**config.mk**
```make
export PLATFORM = sky130hd
export DESIGN_NAME = mc_processor_p_flat
export DESIGN_NICKNAME = d
export VERILOG_FILES = /design/src/rtl/proc_pkg.sv /design/src/rtl/mc_processor_p_if.sv /design/src/rtl/proc_regfile.sv /design/src/rtl/mc_processor_p.sv /design/src/flat_wrapper.sv
export SDC_FILE = /design/constraint.sdc
export NUM_CORES = 1
export LEC_CHECK = 0
export ABC_AREA = 0
export BUFFER_PORTS_ARGS = -buffer_cell sky130_fd_sc_hd__buf_2
export CORE_MARGIN = 10
export CORE_UTILIZATION = 56
export DETAILED_ROUTE_END_ITERATION = 6
export GPL_ROUTABILITY_DRIVEN = 0
export PLACE_DENSITY = 0.77
export SETUP_SLACK_MARGIN = 0.4
export SYNTH_ARGS = -nofsm -noshare
export SYNTH_HDL_FRONTEND = slang
export SYNTH_SLANG_ARGS = --single-unit
```
**constraint.sdc**
```tcl
create_clock -name clk -period 3.9 [get_ports clk]
set_input_delay 0.39 -clock clk [delete_from_list [all_inputs] [get_ports clk]]
set_output_delay 0.39 -clock clk [all_outputs]
set_load 0.05 [all_outputs]
```
**src/rtl/proc_pkg.sv**
```systemverilog
// Shared definitions for mc_processor_p: opcodes, FSM states, memory request codes
// and instruction field offsets ({op[2:0], regIdx, imm}).
package proc_pkg;

    localparam int unsigned IOSTATEWIDTH = 2;

    typedef enum logic [IOSTATEWIDTH-1:0] {
        IO_IDLE = 2'd0,
        IO_RD   = 2'd1,
        IO_WT   = 2'd2
    } iostate_e;

    typedef enum logic [2:0] {
        S_FETCH = 3'd0,
        S_EXE   = 3'd1,
        S_MEM   = 3'd2,
        S_HALT  = 3'd3,
        S_ERR   = 3'd4
    } state_e;

    localparam logic [2:0] OP_LD   = 3'd0;
    localparam logic [2:0] OP_ST   = 3'd1;
    localparam logic [2:0] OP_NOP  = 3'd2;
    localparam logic [2:0] OP_SET  = 3'd3;
    localparam logic [2:0] OP_ADD  = 3'd4;
    localparam logic [2:0] OP_BNZ  = 3'd5;
    localparam logic [2:0] OP_HALT = 3'd6;

    function automatic int unsigned instr_width(input int unsigned riw, input int unsigned ww);
        return 3 + riw + ww;
    endfunction

    function automatic int unsigned op_lsb(input int unsigned riw, input int unsigned ww);
        return riw + ww;
    endfunction

    function automatic int unsigned idx_lsb(input int unsigned ww);
        return ww;
    endfunction

endpackage

```
**src/rtl/mc_processor_p_if.sv**
```systemverilog
// Processor <-> cache/memory request/acknowledge bus.
interface mc_processor_p_if #(
    parameter int unsigned WORDWIDTH = 16,
    parameter int unsigned ADDRWIDTH = 16
);
    proc_pkg::iostate_e     rwToMem;
    logic [ADDRWIDTH-1:0]   addrToMem;
    logic [WORDWIDTH-1:0]   dataToMem;
    logic                   rdEn;
    logic                   wtEn;
    logic [WORDWIDTH-1:0]   dataFromMem;

    modport master (output rwToMem, addrToMem, dataToMem, input rdEn, wtEn, dataFromMem);
    modport slave  (input rwToMem, addrToMem, dataToMem, output rdEn, wtEn, dataFromMem);
endinterface

```
**src/rtl/proc_regfile.sv**
```systemverilog
// REGNUM x WORDWIDTH register file: one synchronous write port, one asynchronous
// read port, synchronous clear on reset. Out-of-range reads return zero.
module proc_regfile #(
    parameter int unsigned WORDWIDTH = 16,
    parameter int unsigned REGNUM    = 4
) (
    input  logic                        clk,
    input  logic                        reset,
    input  logic                        we,
    input  logic [$clog2(REGNUM)-1:0]   waddr,
    input  logic [WORDWIDTH-1:0]        wdata,
    input  logic [$clog2(REGNUM)-1:0]   raddr,
    output logic [WORDWIDTH-1:0]        rdata
);
    localparam int unsigned RIW1 = $clog2(REGNUM) + 1;

    logic [WORDWIDTH-1:0] regs_q [REGNUM];
    logic [WORDWIDTH-1:0] regs_d [REGNUM];

    always_comb begin
        regs_d = regs_q;
        if (we) regs_d[waddr] = wdata;
    end

    always_ff @(posedge clk) begin
        if (reset) begin
            for (int i = 0; i < int'(REGNUM); i++) regs_q[i] <= '0;
        end else begin
            regs_q <= regs_d;
        end
    end

    // Index widened by one bit so the range test stays meaningful for power-of-two REGNUM.
    assign rdata = ({1'b0, raddr} < RIW1'(REGNUM)) ? regs_q[raddr] : '0;

endmodule

```
**src/rtl/mc_processor_p.sv**
```systemverilog
// Multicycle load/store processor: FETCH/EXE/MEM/HALT/ERR with memory timeout.
// Optional retired-instruction counter built when MCPROC_PERF_CNT_EN is defined.
module mc_processor_p
    import proc_pkg::*;
#(
    parameter int unsigned WORDWIDTH   = 16,
    parameter int unsigned ADDRWIDTH   = 16,
    parameter int unsigned REGNUM      = 4,
    parameter int unsigned PCWIDTH     = 8,
    parameter int unsigned MEM_TIMEOUT = 15
) (
    input  logic                                  clk,
    input  logic                                  reset,
    input  logic [3+$clog2(REGNUM)+WORDWIDTH-1:0] instruction,
    output logic [PCWIDTH-1:0]                    pcCounter,
    output logic [WORDWIDTH-1:0]                  data,
    output logic                                  halted,
    output logic                                  error,
    mc_processor_p_if.master                      mem,
    output logic [31:0]                           retiredCnt
);
    localparam int unsigned RIW  = $clog2(REGNUM);
    localparam int unsigned RIW1 = RIW + 1;
    localparam int unsigned IW   = instr_width(RIW, WORDWIDTH);
    localparam int unsigned OPL  = op_lsb(RIW, WORDWIDTH);
    localparam int unsigned IDXL = idx_lsb(WORDWIDTH);
    localparam int unsigned TOW  = $clog2(MEM_TIMEOUT + 1);

    state_e               state_q, state_d;
    logic [PCWIDTH-1:0]   pc_q, pc_d;
    logic [IW-1:0]        ir_q, ir_d;
    logic [WORDWIDTH-1:0] data_q, data_d;
    iostate_e             rw_q, rw_d;
    logic [ADDRWIDTH-1:0] addr_q, addr_d;
    logic [WORDWIDTH-1:0] wdat_q, wdat_d;
    logic [TOW-1:0]       tmo_q, tmo_d;
    logic                 halted_q, halted_d;
    logic                 error_q, error_d;

    logic [2:0]           op_c;
    logic [RIW-1:0]       idx_c;
    logic [WORDWIDTH-1:0] imm_c;
    logic                 idx_ok_c;
    logic                 rf_we_c;
    logic [WORDWIDTH-1:0] rf_wdata_c;
    logic [WORDWIDTH-1:0] rf_rdata_c;

    assign op_c     = ir_q[OPL +: 3];
    assign idx_c    = ir_q[IDXL +: RIW];
    assign imm_c    = ir_q[0 +: WORDWIDTH];
    assign idx_ok_c = {1'b0, idx_c} < RIW1'(REGNUM);

    proc_regfile #(.WORDWIDTH(WORDWIDTH), .REGNUM(REGNUM)) u_regfile (
        .clk   (clk),
        .reset (reset),
        .we    (rf_we_c),
        .waddr (idx_c),
        .wdata (rf_wdata_c),
        .raddr (idx_c),
        .rdata (rf_rdata_c)
    );

    // Next-state and datapath updates; HALT/ERR hold everything.
    always_comb begin
        state_d    = state_q;
        pc_d       = pc_q;
        ir_d       = ir_q;
        data_d     = data_q;
        rw_d       = rw_q;
        addr_d     = addr_q;
        wdat_d     = wdat_q;
        tmo_d      = tmo_q;
        rf_we_c    = 1'b0;
        rf_wdata_c = '0;
        case (state_q)
            S_FETCH: begin
                ir_d    = instruction;
                pc_d    = pc_q + PCWIDTH'(1);
                state_d = S_EXE;
            end
            S_EXE: begin
                tmo_d   = '0;
                state_d = S_FETCH;
                if (!idx_ok_c) begin
                    state_d = S_ERR;
                end else begin
                    case (op_c)
                        OP_NOP: ;
                        OP_SET: begin
                            rf_we_c    = 1'b1;
                            rf_wdata_c = imm_c;
                            data_d     = imm_c;
                        end
                        OP_ADD: begin
                            rf_we_c    = 1'b1;
                            rf_wdata_c = rf_rdata_c + imm_c;
                            data_d     = rf_wdata_c;
                        end
                        OP_BNZ: if (rf_rdata_c != '0) pc_d = PCWIDTH'(imm_c);
                        OP_HALT: state_d = S_HALT;
                        OP_LD: begin
                            rw_d    = IO_RD;
                            addr_d  = ADDRWIDTH'(imm_c);
                            state_d = S_MEM;
                        end
                        OP_ST: begin
                            rw_d    = IO_WT;
                            addr_d  = ADDRWIDTH'(imm_c);
                            wdat_d  = rf_rdata_c;
                            state_d = S_MEM;
                        end
                        default: state_d = S_ERR;
                    endcase
                end
            end
            S_MEM: begin
                // Acknowledge is checked before the timeout so a last-cycle ack still completes.
                if ((rw_q == IO_RD) && mem.rdEn) begin
                    rf_we_c    = 1'b1;
                    rf_wdata_c = mem.dataFromMem;
                    data_d     = mem.dataFromMem;
                    rw_d       = IO_IDLE;
                    state_d    = S_FETCH;
                end else if ((rw_q == IO_WT) && mem.wtEn) begin
                    rw_d    = IO_IDLE;
                    state_d = S_FETCH;
                end else if (tmo_q == TOW'(MEM_TIMEOUT - 1)) begin
                    rw_d    = IO_IDLE;
                    state_d = S_ERR;
                end else begin
                    tmo_d = tmo_q + TOW'(1);
                end
            end
            S_HALT, S_ERR: ;
            default: begin
                rw_d    = IO_IDLE;
                state_d = S_ERR;
            end
        endcase
        halted_d = (state_d == S_HALT);
        error_d  = (state_d == S_ERR);
    end

    always_ff @(posedge clk) begin
        if (reset) begin
            state_q  <= S_FETCH;
            pc_q     <= '0;
            ir_q     <= '0;
            data_q   <= '0;
            rw_q     <= IO_IDLE;
            addr_q   <= '0;
            wdat_q   <= '0;
            tmo_q    <= '0;
            halted_q <= 1'b0;
            error_q  <= 1'b0;
        end else begin
            state_q  <= state_d;
            pc_q     <= pc_d;
            ir_q     <= ir_d;
            data_q   <= data_d;
            rw_q     <= rw_d;
            addr_q   <= addr_d;
            wdat_q   <= wdat_d;
            tmo_q    <= tmo_d;
            halted_q <= halted_d;
            error_q  <= error_d;
        end
    end

    assign pcCounter     = pc_q;
    assign data          = data_q;
    assign halted        = halted_q;
    assign error         = error_q;
    assign mem.rwToMem   = rw_q;
    assign mem.addrToMem = addr_q;
    assign mem.dataToMem = wdat_q;

`ifdef MCPROC_PERF_CNT_EN
    logic [31:0] retired_q, retired_d;

    // An instruction retires when EXE/MEM hands back to FETCH or enters HALT; saturating.
    always_comb begin
        retired_d = retired_q;
        if (((state_q == S_EXE) || (state_q == S_MEM)) &&
            ((state_d == S_FETCH) || (state_d == S_HALT)) && (retired_q != '1))
            retired_d = retired_q + 32'd1;
    end

    always_ff @(posedge clk) begin
        if (reset) retired_q <= '0;
        else       retired_q <= retired_d;
    end

    assign retiredCnt = retired_q;
`else
    assign retiredCnt = '0;
`endif

endmodule
```
**src/flat_wrapper.sv**
```systemverilog
// flat-port wrapper written by rule: the top's interface ports become plain ports
module mc_processor_p_flat import proc_pkg::*;
#(
    parameter int unsigned WORDWIDTH   = 16,
    parameter int unsigned ADDRWIDTH   = 16,
    parameter int unsigned REGNUM      = 4,
    parameter int unsigned PCWIDTH     = 8,
    parameter int unsigned MEM_TIMEOUT = 15
)
  (clk, reset, instruction, pcCounter, data, halted, error, retiredCnt, mem_rwToMem, mem_addrToMem, mem_dataToMem, mem_rdEn, mem_wtEn, mem_dataFromMem);
  mc_processor_p_if #(.WORDWIDTH(WORDWIDTH), .ADDRWIDTH(ADDRWIDTH)) mem_i ();
  input  logic clk;
  input  logic reset;
  input  logic [3+$clog2(REGNUM)+WORDWIDTH-1:0] instruction;
  output logic [PCWIDTH-1:0] pcCounter;
  output logic [WORDWIDTH-1:0] data;
  output logic halted;
  output logic error;
  output logic [31:0] retiredCnt;
  output wire logic [$bits(mem_i.rwToMem)-1:0] mem_rwToMem;
  output wire logic [$bits(mem_i.addrToMem)-1:0] mem_addrToMem;
  output wire logic [$bits(mem_i.dataToMem)-1:0] mem_dataToMem;
  input wire logic [$bits(mem_i.rdEn)-1:0] mem_rdEn;
  input wire logic [$bits(mem_i.wtEn)-1:0] mem_wtEn;
  input wire logic [$bits(mem_i.dataFromMem)-1:0] mem_dataFromMem;
  assign mem_rwToMem = mem_i.rwToMem;
  assign mem_addrToMem = mem_i.addrToMem;
  assign mem_dataToMem = mem_i.dataToMem;
  assign mem_i.rdEn = mem_rdEn;
  assign mem_i.wtEn = mem_wtEn;
  assign mem_i.dataFromMem = mem_dataFromMem;
  mc_processor_p #(.WORDWIDTH(WORDWIDTH), .ADDRWIDTH(ADDRWIDTH), .REGNUM(REGNUM), .PCWIDTH(PCWIDTH), .MEM_TIMEOUT(MEM_TIMEOUT)) u_core (.clk(clk), .reset(reset), .instruction(instruction), .pcCounter(pcCounter), .data(data), .halted(halted), .error(error), .mem(mem_i), .retiredCnt(retiredCnt));
endmodule
```
==> impl_metrics.py <==
metrics = {
    "pwr": {
        "p_leak_nw": 3.349,
        "power.density_nw_per_um2": 537.4,
        "ir_drop_mv": 0.5366,
    },
    "hold_path": {
        "min_from": "instruction[3]",
        "min_to": "u_core.ir_q[3]$_SDFFE_PP0P_",
        "min_path_type": "in2reg",
        "hold_depth": 3,
    },
    "clock_network": {
        "cts_tree": "done",
        "clockBufferDepth": 2,
        "cts_buffers": 17,
        "cts_htree_levels": 4,
        "cts_root_buf": "clkbuf_16",
        "clk_pin_slew_worst_paths_ns": 0.07,
        "cts.sinks": 152,
        "cts_hold_buf": 0,
        "insertion_delay_ns": 0.43,
    },
    "sta": {
        "tightest_slew_ns": 0.9187,
        "fin_skew_ns": 0.009254,
        "max_slew_margin_pct": 38.60,
        "maxSlewViolCount": 0,
        "grt_setup_unrepaired": "yes",
        "tns_ns": 0,
        "period_share_pct": 87.10,
        "hold_viol": 0,
        "min_period_ns": 3.397,
        "max_freq_ghz": 0.2944,
        "setup_viol": 0,
    },
    "layout": {
        "design_area_sq_um": 8461,
        "nNetsFinal": 1006,
        "drive_gt1_share_pct": 19.92,
        "diodes": 0,
        "fillers": 1072,
        "area_growth_pct": 17.31,
    },
    "floorplan": {
        "fp.dieArea_sq_um": 17820,
        "ios": 133,
        "fp-row-count": 41,
        "initial_utilization_pct": 57.15,
        "core_area_sq_um": 12620,
        "fp.dieH_um": 133.5,
        "fp.dieW_um": 133.5,
    },
    "setup_path": {
        "rrSetupSlack_ns": 0.50,
        "critical_path.cell_chain": "buf_6 > mux4_2 > ha_1 > and4_1 > or3_1 > a21boi_1 > xnor2_1 > a222oi_1 > buf_4 > a211oi_1",
        "critPathMaxStageDelay_ns": 0.56,
        "r2r-start": "u_core.ir_q[16]$_SDFFE_PP0P_",
        "worst_path_max_delay_cell": "mux4_2",
        "critPathTopFamily": "simple AND/OR/NAND/NOR gates",
        "setup.worst_path.class": "reg2reg",
        "rr_worst_depth": 10,
        "reg2reg_to": "u_core.u_regfile.regs_q[23]$_SDFFE_PP0P_",
        "critPathLaunch": "u_core.ir_q[16]$_SDFFE_PP0P_",
        "path_max_fanout": 12,
        "cp-end-kind": "flop",
        "crit_arrival_ns": 3.68,
        "path_buf_inv": 2,
        "cp.required_ns": 4.18,
        "crit_path_start_kind": "flop",
    },
    "grt": {
        "grt_pass1_wl_mm": 32.69,
        "grt_max_degree": 88,
        "grt_pass1_vias": 6091,
        "grtUsageTotal_pct": 22.58,
        "antenna_found_initial": 0,
        "gr-total-overflow": 0,
    },
    "routing": {
        "drt_iter0_drc": 718,
        "drc_errors": 0,
        "vias": 6598,
        "wire_per_inst_um": 18.32,
        "dr.pass1.iters": 7,
        "vias_per_cell": 5.834,
        "wl_mm": 20.72,
        "detail-route-antenna-nets": 0,
    },
    "synthesis": {
        "seq_area_frac_synth_pct": 42.19,
        "ys_warn_count": 0,
        "ys_types": 58,
        "synthFlopType": "dfxtp_1",
        "synthesis.area_sq_um": 7212,
        "synth_area_per_cell_sq_um": 8.415,
        "syn_inst": 857,
        "synth_edf_count": 0,
        "async_reset_ff_share_pct": 0,
        "ys_ff_latch": 152,
    },
    "placement": {
        "port_buffers": 100,
        "hpwl_mm": 14.84,
        "placed_area_sq_um": 7800,
    },
    "status": {
        "status": "finished, final reports clean",
    },
    "flow_run": {
        "maxCapViolations": 0,
    },
}
power by group:
part	leakage (nW)	internal (mW)	switching, mW	total, mW
Sequential	1.23	1.66	0.140	1.80
Combinational	1.83	0.316	0.742	1.06
Clock	0.292	1.04	0.650	1.69
Total	3.35	3.01	1.53	4.55
placed cells by master (no fill, tap or decap), drive strengths merged, types with 18 or more instances in the layout:
cell type,count
ha,18
a211oi,57
nor2,100
o21ai,20
a21oi,105
buf,128
clkbuf,20
conb,32
dfxtp,152
nand2,145
stage by stage:
step / setup slack, ns / hold slack, ns / util, % / instances / total power, mW
2_1_floorplan: 0.4724 / 0.4332 / - / 888 / 2.593
3_3_place_gp: 0.1226 / 0.4392 / 61.81 / 1098 / 2.847
3_5_place_dp: 0.004230 / 0.4448 / 61.81 / 1098 / 2.861
4_1_cts: 0.4603 / 0.1821 / 66.84 / 1131 / 4.536
5_1_grt: 0.3910 / 0.1998 / 67.04 / 1131 / 4.725
6_report: 0.5030 / 0.1957 / 67.04 / 1131 / 4.547
area by class of cell:
type / instances / area (sq um) / area share (%)
Multi-Input combinational cell: 639 / 3832 / 45.30
Sequential cell: 152 / 3047 / 36.01
Timing Repair Buffer: 128 / 729.5 / 8.622
Clock buffer: 20 / 456.7 / 5.398
Tap cell: 172 / 215.2 / 2.544
Clock inverter: 12 / 150.1 / 1.775
Inverter: 8 / 30.03 / 0.3549
sequential cells by signal, indices dropped and copies added (netlist names), 3 cells and up:
name	cells
u_core.data	16
u_core.pcCounter	8
u_core.mem.dataToMem	16
u_core.mem.addrToMem	16
u_core.state_q	3
u_core.u_regfile.regs_q	64
u_core.tmo_q	4
u_core.ir_q	21
metal layers:
layer / wire (um) / GRT usage (%) / vias up / part of all wire [%]
li1: - / - / 3176 / -
met1: 8910 / 29.17 / 3074 / 43
met2: 9511 / 35.52 / 311 / 46
met3: 1862 / 6.692 / 37 / 9.0
met4: 434 / 6.953 / 0 / 2.1
met5: 0 / 0 / - / 0
worst register-to-register path: cells and delay by family (launching register included):
family	cells	cell delay (ns)
AO/OA/AOI/OAI	3	0.65
multiplexers	1	0.56
adder cells (fa/ha/maj)	1	0.40
XOR/XNOR	1	0.09
AND/OR/NAND/NOR	2	0.68
flip-flops	1	0.44
buffers and inverters	2	0.42
how the worst max path moves through the flow:
stage                                               endpoint  slack, ns  depth (start not counted)
CTS                 u_core.u_regfile.regs_q[29]$_SDFFE_PP0P_       0.46                         12
detailed placement  u_core.u_regfile.regs_q[13]$_SDFFE_PP0P_      0.004                         12
global route        u_core.u_regfile.regs_q[13]$_SDFFE_PP0P_       0.39                         11
finish              u_core.u_regfile.regs_q[23]$_SDFFE_PP0P_       0.50                         10
global placement    u_core.u_regfile.regs_q[13]$_SDFFE_PP0P_       0.12                         12
floorplan           u_core.u_regfile.regs_q[59]$_SDFFE_PP0P_       0.47                         11
logic make-up (layout without fill, tap and decap cells):
family | count (synthesis) | after routing | share of synthesized area (%)
buffers and inverters | 97 | 168 | 7.130
other | 1 | 32 | 0.05200
adder cells (fa/ha/maj) | 19 | 19 | 3.400
AO/OA/AOI/OAI | 233 | 233 | 20.37
multiplexers | 24 | 24 | 6.107
XOR/XNOR | 16 | 16 | 1.943
flip-flops | 152 | 152 | 42.19
AND/OR/NAND/NOR | 315 | 315 | 18.81
synth_stat cells (6+ instances only):
library cell  count  area, sq um
clkbuf_1         48        180.2
mux2i_1           8        80.08
inv_1             6        22.52
nand2_1         145        544.3
ha_1             18        225.2
a222oi_1          7        70.07
nor3_1           14        70.07
buf_4            32        240.2
nor2b_1           6        37.54
a21oi_1         105        525.5
nor2_1           99        371.6
buf_2             6        30.03
mux4_2           16        360.4
nor4_1            6        37.54
dfxtp_1         152         3043
nand3_1          11        55.05
a31oi_1           7        43.79
o21ai_1          15        75.07
xnor2_1           9        78.83
xor2_1            7        61.31
a211oi_1         57        427.9
repair_timing:
item	in CTS	in global routing
pin swaps	1	1
setup endpoints to repair	34	24
buffers inserted	1	0
gates resized for setup	5	6
No activity file was read; power rests on OpenSTA's default activity.
